`config.mk`:
```
export PLATFORM = sky130hd
export DESIGN_NAME = unified_mem_arbiter
export DESIGN_NICKNAME = d
export VERILOG_FILES = /design/src/rtl/mem_arb_pkg.sv /design/src/rtl/mem_arb_rr_pick.sv /design/src/rtl/unified_mem_arbiter.sv
export SDC_FILE = /design/constraint.sdc
export NUM_CORES = 1
export LEC_CHECK = 0
export CAP_MARGIN = 15
export CORE_ASPECT_RATIO = 1.25
export CORE_MARGIN = 3
export CORE_UTILIZATION = 40
export CTS_CLUSTER_SIZE = 16
export DETAILED_ROUTE_END_ITERATION = 10
export GPL_TIMING_DRIVEN = 0
export PLACE_DENSITY_LB_ADDON = 0.2
export SLEW_MARGIN = 20
export SYNTH_ARGS = -nofsm -noshare
export SYNTH_HDL_FRONTEND = slang
export SYNTH_SLANG_ARGS = --single-unit
```
`constraint.sdc`:
```
create_clock -name clk -period 2.31 [get_ports clk]
set_input_delay 0.231 -clock clk [delete_from_list [all_inputs] [get_ports clk]]
set_output_delay 0.231 -clock clk [all_outputs]
set_load 0.05 [all_outputs]
```
`src/rtl/mem_arb_pkg.sv`:
```
// Shared types and limits for the unified memory arbiter.
// Grant ids, FSM states and latency bounds.
package mem_arb_pkg;

   typedef enum logic [1:0] {
      IDLE  = 2'd0,
      ISSUE = 2'd1,
      WAIT  = 2'd2,
      RESP  = 2'd3
   } state_t;

   localparam logic GNT_CPU = 1'b0;
   localparam logic GNT_LDR = 1'b1;

   localparam int MEM_LAT_MIN = 1;
   localparam int MEM_LAT_MAX = 4;
   localparam int CNT_W       = 3;

endpackage

```
`src/rtl/mem_arb_rr_pick.sv`:
```
// Two-way round-robin picker for the memory arbiter.
// boot_hold locks arbitration to the loader port.
module mem_arb_rr_pick
   import mem_arb_pkg::*;
(
   input  logic cpuReq,
   input  logic ldrReq,
   input  logic lastGrant,
   input  logic bootHold,
   output logic gntValid,
   output logic gntId
);

   always_comb begin
      gntValid = 1'b0;
      gntId    = GNT_LDR;
      unique case (1'b1)
         bootHold: begin
            gntValid = ldrReq;
            gntId    = GNT_LDR;
         end
         !bootHold && cpuReq && ldrReq: begin
            gntValid = 1'b1;
            gntId    = (lastGrant == GNT_CPU) ? GNT_LDR : GNT_CPU;
         end
         !bootHold && cpuReq && !ldrReq: begin
            gntValid = 1'b1;
            gntId    = GNT_CPU;
         end
         !bootHold && !cpuReq && ldrReq: begin
            gntValid = 1'b1;
            gntId    = GNT_LDR;
         end
         default: ;
      endcase
   end

endmodule

```
`src/rtl/unified_mem_arbiter.sv`:
```
// Arbitrates the unified memory between the core (CPU) and the loader.
// Each access runs IDLE -> ISSUE -> WAIT x MEM_LAT -> RESP.
module unified_mem_arbiter
   import mem_arb_pkg::*;
#(
   parameter int ADDR_W  = 32,
   parameter int DATA_W  = 32,
   parameter int MEM_LAT = 1
) (
   input  logic              clk,
   input  logic              reset,
   input  logic              cpu_req,
   input  logic              cpu_we,
   input  logic [ADDR_W-1:0] cpu_addr,
   input  logic [DATA_W-1:0] cpu_wdata,
   output logic [DATA_W-1:0] cpu_rdata,
   output logic              cpu_ready,
   output logic              cpu_stall,
   input  logic              ldr_req,
   input  logic              ldr_we,
   input  logic [ADDR_W-1:0] ldr_addr,
   input  logic [DATA_W-1:0] ldr_wdata,
   output logic [DATA_W-1:0] ldr_rdata,
   output logic              ldr_ready,
   input  logic              boot_hold,
   output logic              mem_en,
   output logic              mem_we,
   output logic [ADDR_W-1:0] mem_addr,
   output logic [DATA_W-1:0] mem_wdata,
   input  logic [DATA_W-1:0] mem_rdata
);

   // Out-of-range latencies are clamped to the supported window
   localparam int LAT =
      (MEM_LAT < MEM_LAT_MIN) ? MEM_LAT_MIN :
      (MEM_LAT > MEM_LAT_MAX) ? MEM_LAT_MAX : MEM_LAT;
   localparam logic [CNT_W-1:0] LAT_CNT = CNT_W'(LAT);
   localparam logic [CNT_W-1:0] ONE     = CNT_W'(1);

   state_t            state;
   state_t            stateNext;
   logic              gnt;
   logic              lastGrant;
   logic              weQ;
   logic [ADDR_W-1:0] addrQ;
   logic [DATA_W-1:0] wdataQ;
   logic [DATA_W-1:0] cpuRdQ;
   logic [DATA_W-1:0] ldrRdQ;
   logic [CNT_W-1:0]  cnt;
   logic              pickValid;
   logic              pickId;
   logic              take;
   logic              capture;

   mem_arb_rr_pick uPick (
      .cpuReq   (cpu_req),
      .ldrReq   (ldr_req),
      .lastGrant(lastGrant),
      .bootHold (boot_hold),
      .gntValid (pickValid),
      .gntId    (pickId)
   );

   always_comb begin
      stateNext = state;
      take      = 1'b0;
      case (state)
         IDLE: begin
            if (pickValid) begin
               stateNext = ISSUE;
               take      = 1'b1;
            end
         end
         ISSUE: stateNext = WAIT;
         WAIT: begin
            if (cnt == ONE) stateNext = RESP;
         end
         RESP: stateNext = IDLE;
         default: stateNext = IDLE;
      endcase
   end

   assign capture = (state == WAIT) && (cnt == ONE) && !weQ;

   always_ff @(posedge clk or negedge reset) begin
      if (!reset) begin
         state     <= IDLE;
         gnt       <= GNT_CPU;
         lastGrant <= GNT_LDR;
         weQ       <= 1'b0;
         addrQ     <= '0;
         wdataQ    <= '0;
         cpuRdQ    <= '0;
         ldrRdQ    <= '0;
         cnt       <= '0;
      end else begin
         state <= stateNext;
         if (take) begin
            gnt       <= pickId;
            lastGrant <= pickId;
            if (pickId == GNT_CPU) begin
               weQ    <= cpu_we;
               addrQ  <= cpu_addr;
               wdataQ <= cpu_wdata;
            end else begin
               weQ    <= ldr_we;
               addrQ  <= ldr_addr;
               wdataQ <= ldr_wdata;
            end
         end
         if (state == ISSUE) cnt <= LAT_CNT;
         else if (state == WAIT) cnt <= cnt - ONE;
         if (capture && gnt == GNT_CPU) cpuRdQ <= mem_rdata;
         if (capture && gnt == GNT_LDR) ldrRdQ <= mem_rdata;
      end
   end

   assign mem_en    = (state == ISSUE);
   assign mem_we    = (state == ISSUE) && weQ;
   assign mem_addr  = addrQ;
   assign mem_wdata = wdataQ;
   assign cpu_rdata = cpuRdQ;
   assign ldr_rdata = ldrRdQ;
   assign cpu_ready = (state == RESP) && (gnt == GNT_CPU);
   assign ldr_ready = (state == RESP) && (gnt == GNT_LDR);
   // Held low while reset is asserted so every output reads zero
   assign cpu_stall = reset && cpu_req && !cpu_ready;

endmodule

```
Word level (Yosys, flattened, before mapping):

Index checks and enable logic that the tools add are counted.

* add/sub/neg operators: 1
* bitwise gates (word level): 1
* equal/unequal tests: 6
* reduce and logical (&&, ||, !) cells: 23
* muxes and demuxes: 13

Operators by type and width (number)
* 32-bit two-way mux: 2
* 1-bit logical AND: 14
* 2-bit case mux with 4 select lines: 1
* 3-bit two-way mux: 2
* 1-bit zero test: 5
* 2-bit == test, second input constant: 2
* 1-bit two-way mux: 4
* 2-bit two-way mux: 2
* 2-bit != test, second input constant: 2
* 1-bit case mux with 2 select lines: 2
* 3-bit by 1-bit == test with 1-bit output, second input constant: 1
* 3-bit OR reduction: 1
* 3-bit by 1-bit subtractor with 3-bit output, second input constant: 1
* 2-bit by 1-bit == test with 1-bit output, second input constant: 1
* 2-bit zero test: 1
* 2-bit AND reduction: 1
* 2-bit nonzero test: 1
* 1-bit inverter: 1

* output and inout port bits: 133
* input port bits: 167
* logic and storage cells: 53
* register bits after elaboration: 136

Logic depth before layout (Yosys ltp):

Gate-level depths: netlist (run 1).

* depth after elaboration: 7
* depth in mapped cells: 8

Modules after synthesis:

From an unflattened synthesis (run 1), not the netlist that was laid out.

* cells, all modules: 470
* area total of the unflattened synthesis: 5944.5 µm²

By module, submodules not included
* unified_mem_arbiter: instances 1, cells each 466, area each 5916.9 µm²
* mem_arb_rr_pick: instances 1, cells each 4, area each 27.5 µm²

Least setup slack after synthesis (run 1):

No wires, ideal clock.

* path type: reg2out
* from: register state[0]
* to: output cpu_stall
* stages on the path, launching flop included: 4
* setup slack: 0.346 ns
* buffers on the path: 0
* data arrival time: 1.733 ns
* required time: 2.079 ns
* cell sequence: dfrtp_1 ha_1 nor2b_1 nor2_1

* longest elaborated chain between the ends: 4

Ends and longest elaborated chain
* from (decl): line unified_mem_arbiter.sv:40 `state_t state;`
* from (signal assigned): line unified_mem_arbiter.sv:97 `state <= stateNext;`
* 2-bit == test: line unified_mem_arbiter.sv:124 `assign cpu_ready = (state == RESP) && (gnt == GNT_CPU);`
* 1-bit logical AND: line unified_mem_arbiter.sv:124
* net cpu_ready: line unified_mem_arbiter.sv:17 `output logic cpu_ready,`
* 1-bit zero test: line unified_mem_arbiter.sv:127 `assign cpu_stall = reset && cpu_req && !cpu_ready;`
* 1-bit logical AND: line unified_mem_arbiter.sv:127
* to (decl): line unified_mem_arbiter.sv:18 `output logic cpu_stall,`

The timed path passes the listed nets, and every way through them passes these cells.

Worst setup path in the final report (run 1):

* from: register state[0]
* to: output ldr_ready

* longest elaborated chain between the ends: 2

Ends and longest elaborated chain
* 2-bit == test: line unified_mem_arbiter.sv:125 `assign ldr_ready = (state == RESP) && (gnt == GNT_LDR);`
* 1-bit logical AND: line unified_mem_arbiter.sv:125
* to (decl): line unified_mem_arbiter.sv:24 `output logic ldr_ready,`

No other way between the ends.

==> results of run 1 <==
==> through the flow <==
stage	std cells	hold WS, ns	setup slack (ns)	TNS (ns)	util, %
after CTS	981	-0.1323	0.01947	0	68.75
after detailed placement	946	0.1229	-0.05608	-0.05608	63.59
after global placement	945	0.4611	-4.709	-583.22	63.36
final	981	-0.1782	0.1235	0	68.78
after global routing	981	-0.1320	0.01874	0	68.78
after floorplan	468	-0.06459	0.3456	0	-
==> area by class of cell <==
type,instances,area (µm²),share of cell area (%)
clock inverters,12,244.0,2.452
plain buffers,28,191.4,1.924
flip-flops and latches,136,3405,34.21
clock buffers,20,456.7,4.589
inverters,7,26.28,0.2640
repair buffers,303,3074,30.89
multi-input cells,297,2332,23.43
well taps,178,222.7,2.238
==> critical path, cell delays in order, from the launching register on <==
cell and delay [ns]:
sky130_fd_sc_hd__dfrtp_1 0.40, sky130_fd_sc_hd__ha_1 0.19, sky130_fd_sc_hd__and2_1 0.13, sky130_fd_sc_hd__clkdlybuf4s50_1 0.82
==> cells in the final DEF, fill, tap and decap left out, types with 2 or more instances in the layout <==
| master | netlist | routed |
|---|---|---|
| sky130_fd_sc_hd__and2_1 | 2 | 2 |
| sky130_fd_sc_hd__inv_1 | 7 | 7 |
| sky130_fd_sc_hd__nand2_1 | 69 | 69 |
| sky130_fd_sc_hd__o21ai_0 | 66 | 66 |
| sky130_fd_sc_hd__clkbuf_1 | 14 | 15 |
| sky130_fd_sc_hd__clkbuf_16 | 0 | 17 |
| sky130_fd_sc_hd__a21oi_1 | 3 | 3 |
| sky130_fd_sc_hd__ha_1 | 7 | 7 |
| sky130_fd_sc_hd__clkdlybuf4s50_1 | 0 | 294 |
| sky130_fd_sc_hd__nor2b_1 | 2 | 2 |
| sky130_fd_sc_hd__buf_4 | 7 | 7 |
| sky130_fd_sc_hd__nor2_1 | 8 | 7 |
| sky130_fd_sc_hd__bufinv_16 | 0 | 7 |
| sky130_fd_sc_hd__mux2i_1 | 65 | 65 |
| sky130_fd_sc_hd__buf_12 | 3 | 5 |
| sky130_fd_sc_hd__mux2_4 | 30 | 30 |
| sky130_fd_sc_hd__clkinv_2 | 0 | 2 |
| sky130_fd_sc_hd__clkinvlp_4 | 0 | 2 |
| sky130_fd_sc_hd__buf_2 | 3 | 3 |
| sky130_fd_sc_hd__clkbuf_8 | 0 | 2 |
| sky130_fd_sc_hd__mux2_2 | 36 | 36 |
| sky130_fd_sc_hd__dfrtp_1 | 135 | 135 |
| sky130_fd_sc_hd__dlygate4sd2_1 | 0 | 3 |
==> state kept, by name, indices dropped and copies added (netlist names) <==
register and count:
gnt 1, cnt 3, mem_addr 32, cpu_rdata 32, weQ 1, lastGrant 1
ldr_rdata 32, mem_wdata 32, state 2
==> repair_timing <==
action,in CTS,in global routing
endpoints found under the setup margin,3,31
endpoints found under the hold margin,36,99
resized for setup,3,2
==> power breakdown <==
part | switching (W) | leakage (nW) | internal [W]
clock | 0.00103 | 0.337 | 0.00219
combinational | 0.00542 | 2.42 | 0.00309
sequential | 0.000615 | 1.68 | 0.00348
==> logic make-up (layout without fill, tap and decap cells) <==
family                     after synthesis  after routing  share of synthesized area [%]
DFF                                    136            136                          57.20
and+or+nand+nor                         85             85                          5.886
adders and majority gates                7              7                          1.471
muxes                                  131            131                          25.31
buffers and inverters                   35            370                          3.658
AOI/OAI and AO/OA                       74             74                          6.475
==> metal layers <==
layer	part of all wire, %	vias up	GRT usage, %
li1	-	2251	-
met5	0	-	0
met1	37	2342	24.03
met3	9.0	35	8.209
met2	51	227	38.63
met4	2.9	0	9.394
==> final timing paths <==
kind / start / to / slack, ns / cells past startpoint
max in group asynchronous: reset / mem_wdata[29] / 1.67 / 4
worst max-delay path: state[0] / ldr_ready / 0.12 / 3
worst min-delay path: reset / cpu_rdata[20] / -0.18 / 2
worst max register to register: state[0] / cpu_rdata[12] / 0.20 / 6
min in group clk: ldr_addr[5] / mem_addr[5] / 0.44 / 3
worst min register to register: mem_wdata[2] / mem_wdata[2] / 0.48 / 2
==> results.md, run 1 <==
- Crit start category: flop
- WL final: 18.05 mm
- Number of nets in the layout: 964
- Number of flops mapped to enable cells by yosys: 0
- Most numerous cell in the Yosys netlist: sky130_fd_sc_hd__dfrtp_1
- Die width: 115.1 µm
- Number of inserted filler cells in the final layout: 1104
- Antenna cell count: 0
- Worst ir drop on vdd: 662.3 µV
- RSZ-0062 raised after global routing: no
- Static power due to leakage: 4.439 nW
- Synthesis Warnings: 0
- Register area share after synthesis: 57.20%
- Number of global-route vias before repair: 5254
- Violated checks: hold timing
- Layout cells sized above 1: 14.82%
- Final Hold Viols: 99
- Sum of net half-perimeters after detailed placement: 13.69 mm
- Die Y: 142.4 µm
- Endpoint class of the critical path: output pin
- Post-DR vias/cell: 4.949
- Cell count after synthesis: 468
- Max Buffers Root-to-Sink: 2
- Number of maximum-capacitance constraint violations: 0
- Cell variety after synth: 27
- Die Footprint: 16390 µm²
- Power per Cell Area: 1590 nW/µm²
- Sum of internal, switching and leakage power: 0.01583 W
- Initial core utilization: 41.14%
- Setup Crit Path Kind: flop to output pin
- Overall global routing resource usage: 22.17%
- Number of antenna violations at the first check in global routing: 0
- Max-slew violation count: 0
- Slew margin rel.: 62.42%
- Number of clock sinks: 136
- 1st-iter DRT viols: 226
- Clock H-tree levels: 4
- CTS tree: built
- Last weighted congestion value of the routability-driven placer: 0.7929
- Final critical-path required period: 2.187 ns
- # port buffers: 299
- Tightest Pin Transition: 0.5620 ns
- Biggest fanout along the worst timing path: 4
- Clock latency of the later-clocked register in the worst-skew pair: 0.42 ns
- Setup violators final: 0
- Ys async rst share: 100.0%
- Hold bufs inserted after CTS: 3
- Prevailing post-synth register cell: sky130_fd_sc_hd__dfrtp_1
- Number of buffers created by CTS: 17
- Final Skew: 0.008702 ns
- Detailed Routing Iterations Pass 1: 4
- Class of the tightest hold or removal check: input port to asynchronous set/reset pin
- Core ar.: 14470 µm²
- Clock-pin slew of the registers on the worst-case setup and hold paths: 0.06 ns
- Crit path arrival time: 1.96 ns
- Wire length per cell: 18.40 µm
- Global-route wire length before repair: 27.82 mm
- Crit share post-route: 94.65%
- Cell area reported after detailed placement: 9200 µm²
- Synth Area per Inst: 12.72 µm²
- Worst endpoint required time: 2.08 ns
- Remaining global-route overflow: 0
- Top cells by instance count after synthesis: 135 x sky130_fd_sc_hd__dfrtp_1, 69 x sky130_fd_sc_hd__nand2_1, 66 x sky130_fd_sc_hd__o21ai_0, 65 x sky130_fd_sc_hd__mux2i_1, 36 x sky130_fd_sc_hd__mux2_2
- Number of placed I/O pins: 300
- Synth area leader: sky130_fd_sc_hd__dfrtp_1
- Run status: complete, but fails checks
- Post-detailed-route DRC marker count: 0
- Post CTS Setup Buffer Count: 0
- Synth area leaders: sky130_fd_sc_hd__dfrtp_1 57%, sky130_fd_sc_hd__mux2i_1 11%, sky130_fd_sc_hd__mux2_4 7.6%
- Synth Cell Area: 5952 µm²
- Detailed-route via count: 4855
- Highest clock frequency the design can meet: 457.3 MHz
- Fraction of synthesized cell area taken by the top area cell type: 56.76%
- Pin count of the biggest net entering global routing: 102
- Final Hold Slack: -0.1782 ns
- Synth Net Count: 642
- Area added between synthesis and finish: 67.21%
- Core Rows: 49
- Final antenna-violating net count: 0
- Flip-flop and latch count after synthesis: 136
- Root buffer cell: sky130_fd_sc_hd__clkbuf_16
- Area of all placed cells without fillers: 9952 µm²
Note: power is estimated with default switching activity, not from simulation.
==> inputs of run 2 (changes only) <==
--- a/config.mk
+++ b/config.mk
@@ -8,7 +8,7 @@
 export CAP_MARGIN = 15
 export CORE_ASPECT_RATIO = 1.25
 export CORE_MARGIN = 3
-export CORE_UTILIZATION = 40
+export CORE_UTILIZATION = 36
 export CTS_CLUSTER_SIZE = 16
 export DETAILED_ROUTE_END_ITERATION = 10
 export GPL_TIMING_DRIVEN = 0
==> constraint.sdc (replaced) <==
create_clock -name clk -period 1.9 [get_ports clk]
set_input_delay 0.19 -clock clk [delete_from_list [all_inputs] [get_ports clk]]
set_output_delay 0.19 -clock clk [all_outputs]
set_load 0.05 [all_outputs]
==> run 2 against run 1 <==
  * The flow finishes with violations (hold timing, setup timing)
  * Die area increased by 11%
  * Global-route usage fell by 2.0 points
  * Power is 20% higher
  * Critical path type is now flop to flop
  * Critical endpoint is now ldr_rdata[8]
==> results.md, run 2 (same netlist as run 1, synthesis figures left out) <==
- Die width: 121.0 µm (+5.1%)
- Max-slew violation count: 0 (unchanged)
- Static power due to leakage: 4.545 nW (+2.4%)
- Class of the tightest hold or removal check: input port to asynchronous set/reset pin
- Root buffer cell: sky130_fd_sc_hd__clkbuf_16
- Pin count of the biggest net entering global routing: 83 (-19%)
- Die Y: 149.8 µm (+5.2%)
- Crit start category: flop
- Worst endpoint required time: 2.19 ns (+0.11 ns)
- RSZ-0062 raised after global routing: yes
- Clock latency of the later-clocked register in the worst-skew pair: 0.41 ns (about the same)
- Biggest fanout along the worst timing path: 10 (+6)
- Area of all placed cells without fillers: 10240 µm² (+2.9%)
- # port buffers: 299 (unchanged)
- Detailed-route via count: 4808 (-0.97%)
- Number of antenna violations at the first check in global routing: 0 (unchanged)
- Number of global-route vias before repair: 5313 (+1.1%)
- Last weighted congestion value of the routability-driven placer: 0.7530 (-5.0%)
- Crit path arrival time: 2.27 ns (+0.31 ns)
- Number of buffers created by CTS: 17 (unchanged)
- 1st-iter DRT viols: 186 (-18%)
- Number of clock sinks: 136 (unchanged)
- Area added between synthesis and finish: 72.04%
- Commonest cells after routing, fill and taps aside: 293 x sky130_fd_sc_hd__clkdlybuf4s50_1, 134 x sky130_fd_sc_hd__dfrtp_1, 69 x sky130_fd_sc_hd__nand2_1, 66 x sky130_fd_sc_hd__o21ai_0, 65 x sky130_fd_sc_hd__mux2i_1
- Final Hold Viols: 80 (-19%)
- WL final: 18.13 mm (+0.43%)
- Remaining global-route overflow: 0 (unchanged)
- Highest clock frequency the design can meet: 503.9 MHz
- Detailed Routing Iterations Pass 1: 4 (unchanged)
- Overall global routing resource usage: 20.20% (-2.0 points)
- Worst ir drop on vdd: 784.7 µV (+18%)
- Number of non-filler instances in the completed layout: 1027 (+4.7%)
- Layout cells sized above 1: 19.14% (+4.3 points)
- Number of placed I/O pins: 300 (unchanged)
- Final antenna-violating net count: 0 (unchanged)
- Final critical-path required period: 1.984 ns
- Final Hold Slack: -0.2092 ns (-0.03108 ns)
- Critical-path top delay cell: sky130_fd_sc_hd__dfrtp_1
- Final Worst Setup Slack: -0.08436 ns (-0.2078 ns)
- Number of maximum-capacitance constraint violations: 0 (unchanged)
- Hold bufs inserted after CTS: 3 (unchanged)
- Wire length per cell: 17.65 µm (-4.1%)
- Sum of internal, switching and leakage power: 0.01907 W (+20%)
- Endpoint class of the critical path: flop
- Power per Cell Area: 1862 nW/µm² (+17%)
- Setup Crit Path Kind: flop to flop
- Post-detailed-route DRC marker count: 0 (unchanged)
- Setup violators final: 32 (+32)
- Die Footprint: 18120 µm² (+11%)
- Cell total after placement: 980 (+3.6%)
- Max Buffers Root-to-Sink: 2 (unchanged)
- Slew margin rel.: 59.42% (-3.0 points)
- Clock H-tree levels: 4 (unchanged)
- Tightest Pin Transition: 0.6068 ns (+0.04479 ns)
- Sum of net half-perimeters after detailed placement: 14.00 mm (+2.2%)
- Number of nets in the layout: 978 (+1.5%)
- Final Skew: 0.008691 ns (-0.00001082 ns)
- Antenna cell count: 0 (unchanged)
- Cell area reported after detailed placement: 9258 µm² (+0.63%)
- Clock-pin slew of the registers on the worst-case setup and hold paths: 0.05 ns (about the same)
- Cell-by-cell trace of the critical path: inv_2 -> ha_4 -> or3b_4 -> or2_1 -> buf_6 -> buf_12 -> mux2_4
- Core Rows: 51 (+4.1%)
- Initial core utilization: 37.46% (-3.7 points)
- Post-DR vias/cell: 4.682 (-5.4%)
- Crit share post-route: 104.4%
- Global-route wire length before repair: 28.26 mm (+1.6%)
- Core ar.: 15890 µm² (+9.8%)
- Run status: complete, but fails checks
- CTS tree: built
- Violated checks: hold timing, setup timing
- Most common cell after layout, fill and taps aside: sky130_fd_sc_hd__clkdlybuf4s50_1
- Slowest Stage Delay on Critical Path: 0.40 ns (-0.42 ns)
## run 2: cell types whose count changed in the layout (fill, tap and decap cells not counted), moves of 3 or more
| cell | previous run | this run |
|---|---|---|
| sky130_fd_sc_hd__bufinv_16 | 7 | 4 |
| sky130_fd_sc_hd__buf_8 | 1 | 5 |
| sky130_fd_sc_hd__buf_16 | 1 | 4 |
| sky130_fd_sc_hd__clkbuf_2 | 0 | 10 |
| sky130_fd_sc_hd__buf_2 | 3 | 6 |
| sky130_fd_sc_hd__dlygate4sd2_1 | 3 | 0 |
| sky130_fd_sc_hd__clkbuf_1 | 15 | 3 |
| sky130_fd_sc_hd__mux2_2 | 36 | 12 |
| sky130_fd_sc_hd__buf_4 | 7 | 12 |
| sky130_fd_sc_hd__buf_6 | 1 | 4 |
| sky130_fd_sc_hd__mux2_4 | 30 | 54 |
## run 2: what timing repair did
item                                    CTS  global route
setup buffers                            10             5
endpoints found under the setup margin  132           108
gates resized for setup                  53            33
pin swaps                                 2             3
endpoints found under the hold margin    55            80
cloned                                    3             0
## run 2: layer usage
layer | global-route usage, % | vias up | share of wire [%]
met2 | 35.63 | 216 | 52
li1 | - | 2283 | -
met3 | 7.713 | 22 | 9.3
met4 | 6.349 | 0 | 1.7
met1 | 22.43 | 2287 | 37
met5 | 0 | - | 0
## run 2: final cells by class
class / count / area [µm²]
multi-input cells: 297 / 2467
fillers: 1232 / 5649
well taps: 212 / 265.3
clock inverters: 12 / 176.4
flip-flops and latches: 136 / 3406
inverters: 7 / 26.28
clock buffers: 18 / 439.2
repair buffers: 318 / 3244
plain buffers: 27 / 215.2
## run 2: per-stage QoR
step                      hold slack (ns)  worst slack (ns)  util [%]  setup TNS [ns]
after floorplan                   -0.1056          0.008037         -               0
after global placement             0.4618            -4.706     58.06         -656.60
after detailed placement           0.1397           -0.4741     58.26          -34.50
after CTS                         -0.2212           -0.1087     64.04          -3.951
after global routing              -0.1948           -0.1243     64.45          -4.288
final                             -0.2092          -0.08436     64.45          -2.245
## run 2: power by group
part / leakage [nW] / switching (W) / internal, W / total (W)
Combinational: 2.56 / 0.00663 / 0.00401 / 0.0106
Clock: 0.298 / 0.00120 / 0.00222 / 0.00342
Sequential: 1.68 / 0.000780 / 0.00424 / 0.00502
## run 2: path summary, 6_finish.rpt
kind                       slack, ns       endpoint  cells after the start           from
max                            -0.08   ldr_rdata[8]                      7       state[0]
min                            -0.21   cpu_rdata[8]                      2          reset
max reg2reg                    -0.08   ldr_rdata[8]                      7       state[0]
min reg2reg                     0.48  mem_wdata[25]                      2  mem_wdata[25]
max in group asynchronous       1.14  mem_wdata[21]                      4          reset
min in group clk                0.40   mem_addr[25]                      3   ldr_addr[25]
## run 2: worst max-delay path: cells and delay by family, from the launching register on
family / cells / cell delay, ns
adders and majority gates: 1 / 0.14
buffers and inverters: 3 / 0.39
DFF: 1 / 0.40
muxes: 1 / 0.30
and+or+nand+nor: 2 / 0.62
==> inputs of run 3 (changes only) <==
--- a/config.mk
+++ b/config.mk
@@ -13,7 +13,7 @@
 export DETAILED_ROUTE_END_ITERATION = 10
 export GPL_TIMING_DRIVEN = 0
 export PLACE_DENSITY_LB_ADDON = 0.2
-export SLEW_MARGIN = 20
+export SLEW_MARGIN = 10
 export SYNTH_ARGS = -nofsm -noshare
 export SYNTH_HDL_FRONTEND = slang
 export SYNTH_SLANG_ARGS = --single-unit
==> run 3 against run 2 <==
  * Critical endpoint is now ldr_rdata[22]
  * Design area up 0.68%
  * Critical path type unchanged
  * Combinational power about the same
  * Count of clock-buffer cells in the layout unchanged
  * Largest power group unchanged
  * Sequential share of layout area down 0.24 points
  * Non-clock buffer count up 1
  * Global-route usage down 0.35 points
  * Setup slack better by 0.017 ns
  * Critical path depth unchanged
  * Cell count up 0.29%
  * Fmax up 0.87%
  * The flow still finishes with violations (hold timing, setup timing)
  * Routed wire length up 0.90%
  * Die area unchanged
==> results.md, run 3 (same netlist as run 1, synthesis figures left out) <==
- Commonest cells after routing, fill and taps aside: 293 x sky130_fd_sc_hd__clkdlybuf4s50_1, 135 x sky130_fd_sc_hd__dfrtp_1, 69 x sky130_fd_sc_hd__nand2_1, 66 x sky130_fd_sc_hd__o21ai_0, 65 x sky130_fd_sc_hd__mux2i_1
- Most common cell after layout, fill and taps aside: sky130_fd_sc_hd__clkdlybuf4s50_1
- Class of the tightest hold or removal check: input port to asynchronous set/reset pin
- Power per Cell Area: 1859 nW/µm² (-0.17%)
- # port buffers: 299 (unchanged)
- Worst flop-to-flop path endpoint: ldr_rdata[22]
- Clock latency of the later-clocked register in the worst-skew pair: 0.41 ns (about the same)
- Max Buffers Root-to-Sink: 2 (unchanged)
- WL final: 18.29 mm (+0.90%)
- Final critical-path required period: 1.967 ns (-0.01704 ns)
- Antenna cell count: 0 (unchanged)
- Biggest fanout along the worst timing path: 10 (unchanged)
- Last weighted congestion value of the routability-driven placer: 0.7530 (unchanged)
- Final Skew: 0.01067 ns (+0.001982 ns)
- CTS tree: built
- Detailed-route via count: 4854 (+0.96%)
- Slowest Stage Delay on Critical Path: 0.41 ns (about the same)
- Number of global-route vias before repair: 5286 (-0.51%)
- Cell total after placement: 980 (unchanged)
- Pre-CTS worst setup slack: -0.4792 ns (-0.005087 ns)
- Tightest Pin Transition: 0.6028 ns (-0.003964 ns)
- Max-slew violation count: 0 (unchanged)
- Die width: 121.0 µm (unchanged)
- Internal reg-to-reg setup slack: -0.07 ns (+0.02 ns)
- Violated checks: hold timing, setup timing
- 1st-iter DRT viols: 178 (-4.3%)
- R2r startpoint: state[0]
- Root buffer cell: sky130_fd_sc_hd__clkbuf_16
- Number of buffers created by CTS: 17 (unchanged)
- Core ar.: 15890 µm² (unchanged)
- Highest clock frequency the design can meet: 508.3 MHz (+0.87%)
- RSZ-0062 raised after global routing: yes
- Area added between synthesis and finish: 73.22%
- Overall global routing resource usage: 19.85% (-0.35 points)
- Die Y: 149.8 µm (unchanged)
- Number of placed I/O pins: 300 (unchanged)
- Initial core utilization: 37.46% (unchanged)
- Number of nets in the layout: 979 (+0.10%)
- Critical-path top delay cell: sky130_fd_sc_hd__dfrtp_1
- Wire length per cell: 17.76 µm (+0.61%)
- Core Rows: 51 (unchanged)
- Post-detailed-route DRC marker count: 0 (unchanged)
- Cell-by-cell trace of the critical path: inv_2 -> ha_4 -> or3b_4 -> or2_1 -> buf_6 -> buf_12 -> mux2_4
- Clock-pin slew of the registers on the worst-case setup and hold paths: 0.06 ns (about the same)
- Final Worst Setup Slack: -0.06732 ns (+0.01704 ns)
- Run status: complete, but fails checks
- Clock H-tree levels: 4 (unchanged)
- Final Hold Slack: -0.2545 ns (-0.04529 ns)
- Die Footprint: 18120 µm² (unchanged)
- Static power due to leakage: 4.570 nW (+0.57%)
- Final antenna-violating net count: 0 (unchanged)
- Global-route wire length before repair: 27.97 mm (-1.0%)
- Fin util: 64.89% (+0.44 points)
- Final Hold Viols: 55 (-31%)
- Logic depth of the worst register-to-register path: 7 (unchanged)
- Worst Path Buf+Inv: 3 (unchanged)
- Setup violators final: 51 (+59%)
- Largest delay contributor family on the critical path: simple AND/OR/NAND/NOR gates
- Endpoint class of the critical path: flop
- Sum Neg Setup Slack: -2.079 ns (+0.1666 ns)
- Crit path arrival time: 2.25 ns (-0.02 ns)
- Worst ir drop on vdd: 824.5 µV (+5.1%)
- Detailed Routing Iterations Pass 1: 4 (unchanged)
- Setup Crit Path Kind: flop to flop
- Crit start category: flop
- Crit share post-route: 103.5% (-0.90 points)
- Post-DR vias/cell: 4.713 (+0.66%)
- Worst endpoint required time: 2.19 ns (about the same)
- Number of non-filler instances in the completed layout: 1030 (+0.29%)
- Slew margin rel.: 59.69% (+0.27 points)
- Pin count of the biggest net entering global routing: 83 (unchanged)
- Remaining global-route overflow: 0 (unchanged)
- Number of maximum-capacitance constraint violations: 0 (unchanged)
- Layout cells sized above 1: 19.19% (+0.052 points)
- Sum of net half-perimeters after detailed placement: 13.99 mm (about the same)
- Number of antenna violations at the first check in global routing: 0 (unchanged)
- Number of clock sinks: 136 (unchanged)
## run 3: how the worst max path moves through the flow
stage | start | endpoint | cells after the start
after floorplan | state[0] | ldr_rdata[10] | 7
after global placement | reset | cpu_stall | 4
after detailed placement | cpu_req | mem_wdata[14] | 7
after CTS | cnt[1] | ldr_rdata[26] | 8
after global routing | state[0] | ldr_rdata[22] | 7
final | state[0] | ldr_rdata[22] | 7
## run 3: area by class of cell
cell class                 instances  area (µm²)
clock inverter                    14       197.7
tap                              212       265.3
timing repair buffer             318        3256
sequential                       136        3405
clock buffer                      18       429.2
buffer                            28       234.0
inverter                           7       26.28
multi-input combinational        297        2497
fill                            1241        5579
## run 3: metal layers
metal	GRT usage, %	wire length, µm
met5	0	0
met4	6.519	321
met3	7.410	1701
met2	34.91	9408
met1	22.12	6859
## run 3: metrics by stage
step	hold slack [ns]	power [W]	cell area [µm²]
after floorplan	-0.1056	0.01163	5967
after global placement	0.4618	0.01523	9225
after detailed placement	0.1813	0.01543	9254
after CTS	-0.2645	0.01917	10100
after global routing	-0.2397	0.02011	10310
final	-0.2545	0.01917	10310
## run 3: power breakdown
group | leakage [nW] | switching, W | internal, W
clock | 0.301 | 0.00126 | 0.00221
combinational | 2.59 | 0.00663 | 0.00405
sequential | 1.68 | 0.000783 | 0.00424
## run 3: timing repair
item | CTS | global route
resized for setup | 52 | 36
gates cloned | 1 | 3
endpoints found under the setup margin | 132 | 129
endpoints found under the hold margin | 55 | 55
buffers inserted | 9 | 5
pin swaps | 1 | 1
## run 3: worst register-to-register path: stages (launching register included)
cell and delay, ns:
sky130_fd_sc_hd__dfrtp_1 0.41, sky130_fd_sc_hd__inv_2 0.10, sky130_fd_sc_hd__ha_4 0.14, sky130_fd_sc_hd__or3b_4 0.39
sky130_fd_sc_hd__or2_1 0.23, sky130_fd_sc_hd__buf_6 0.14, sky130_fd_sc_hd__buf_12 0.15, sky130_fd_sc_hd__mux2_4 0.30
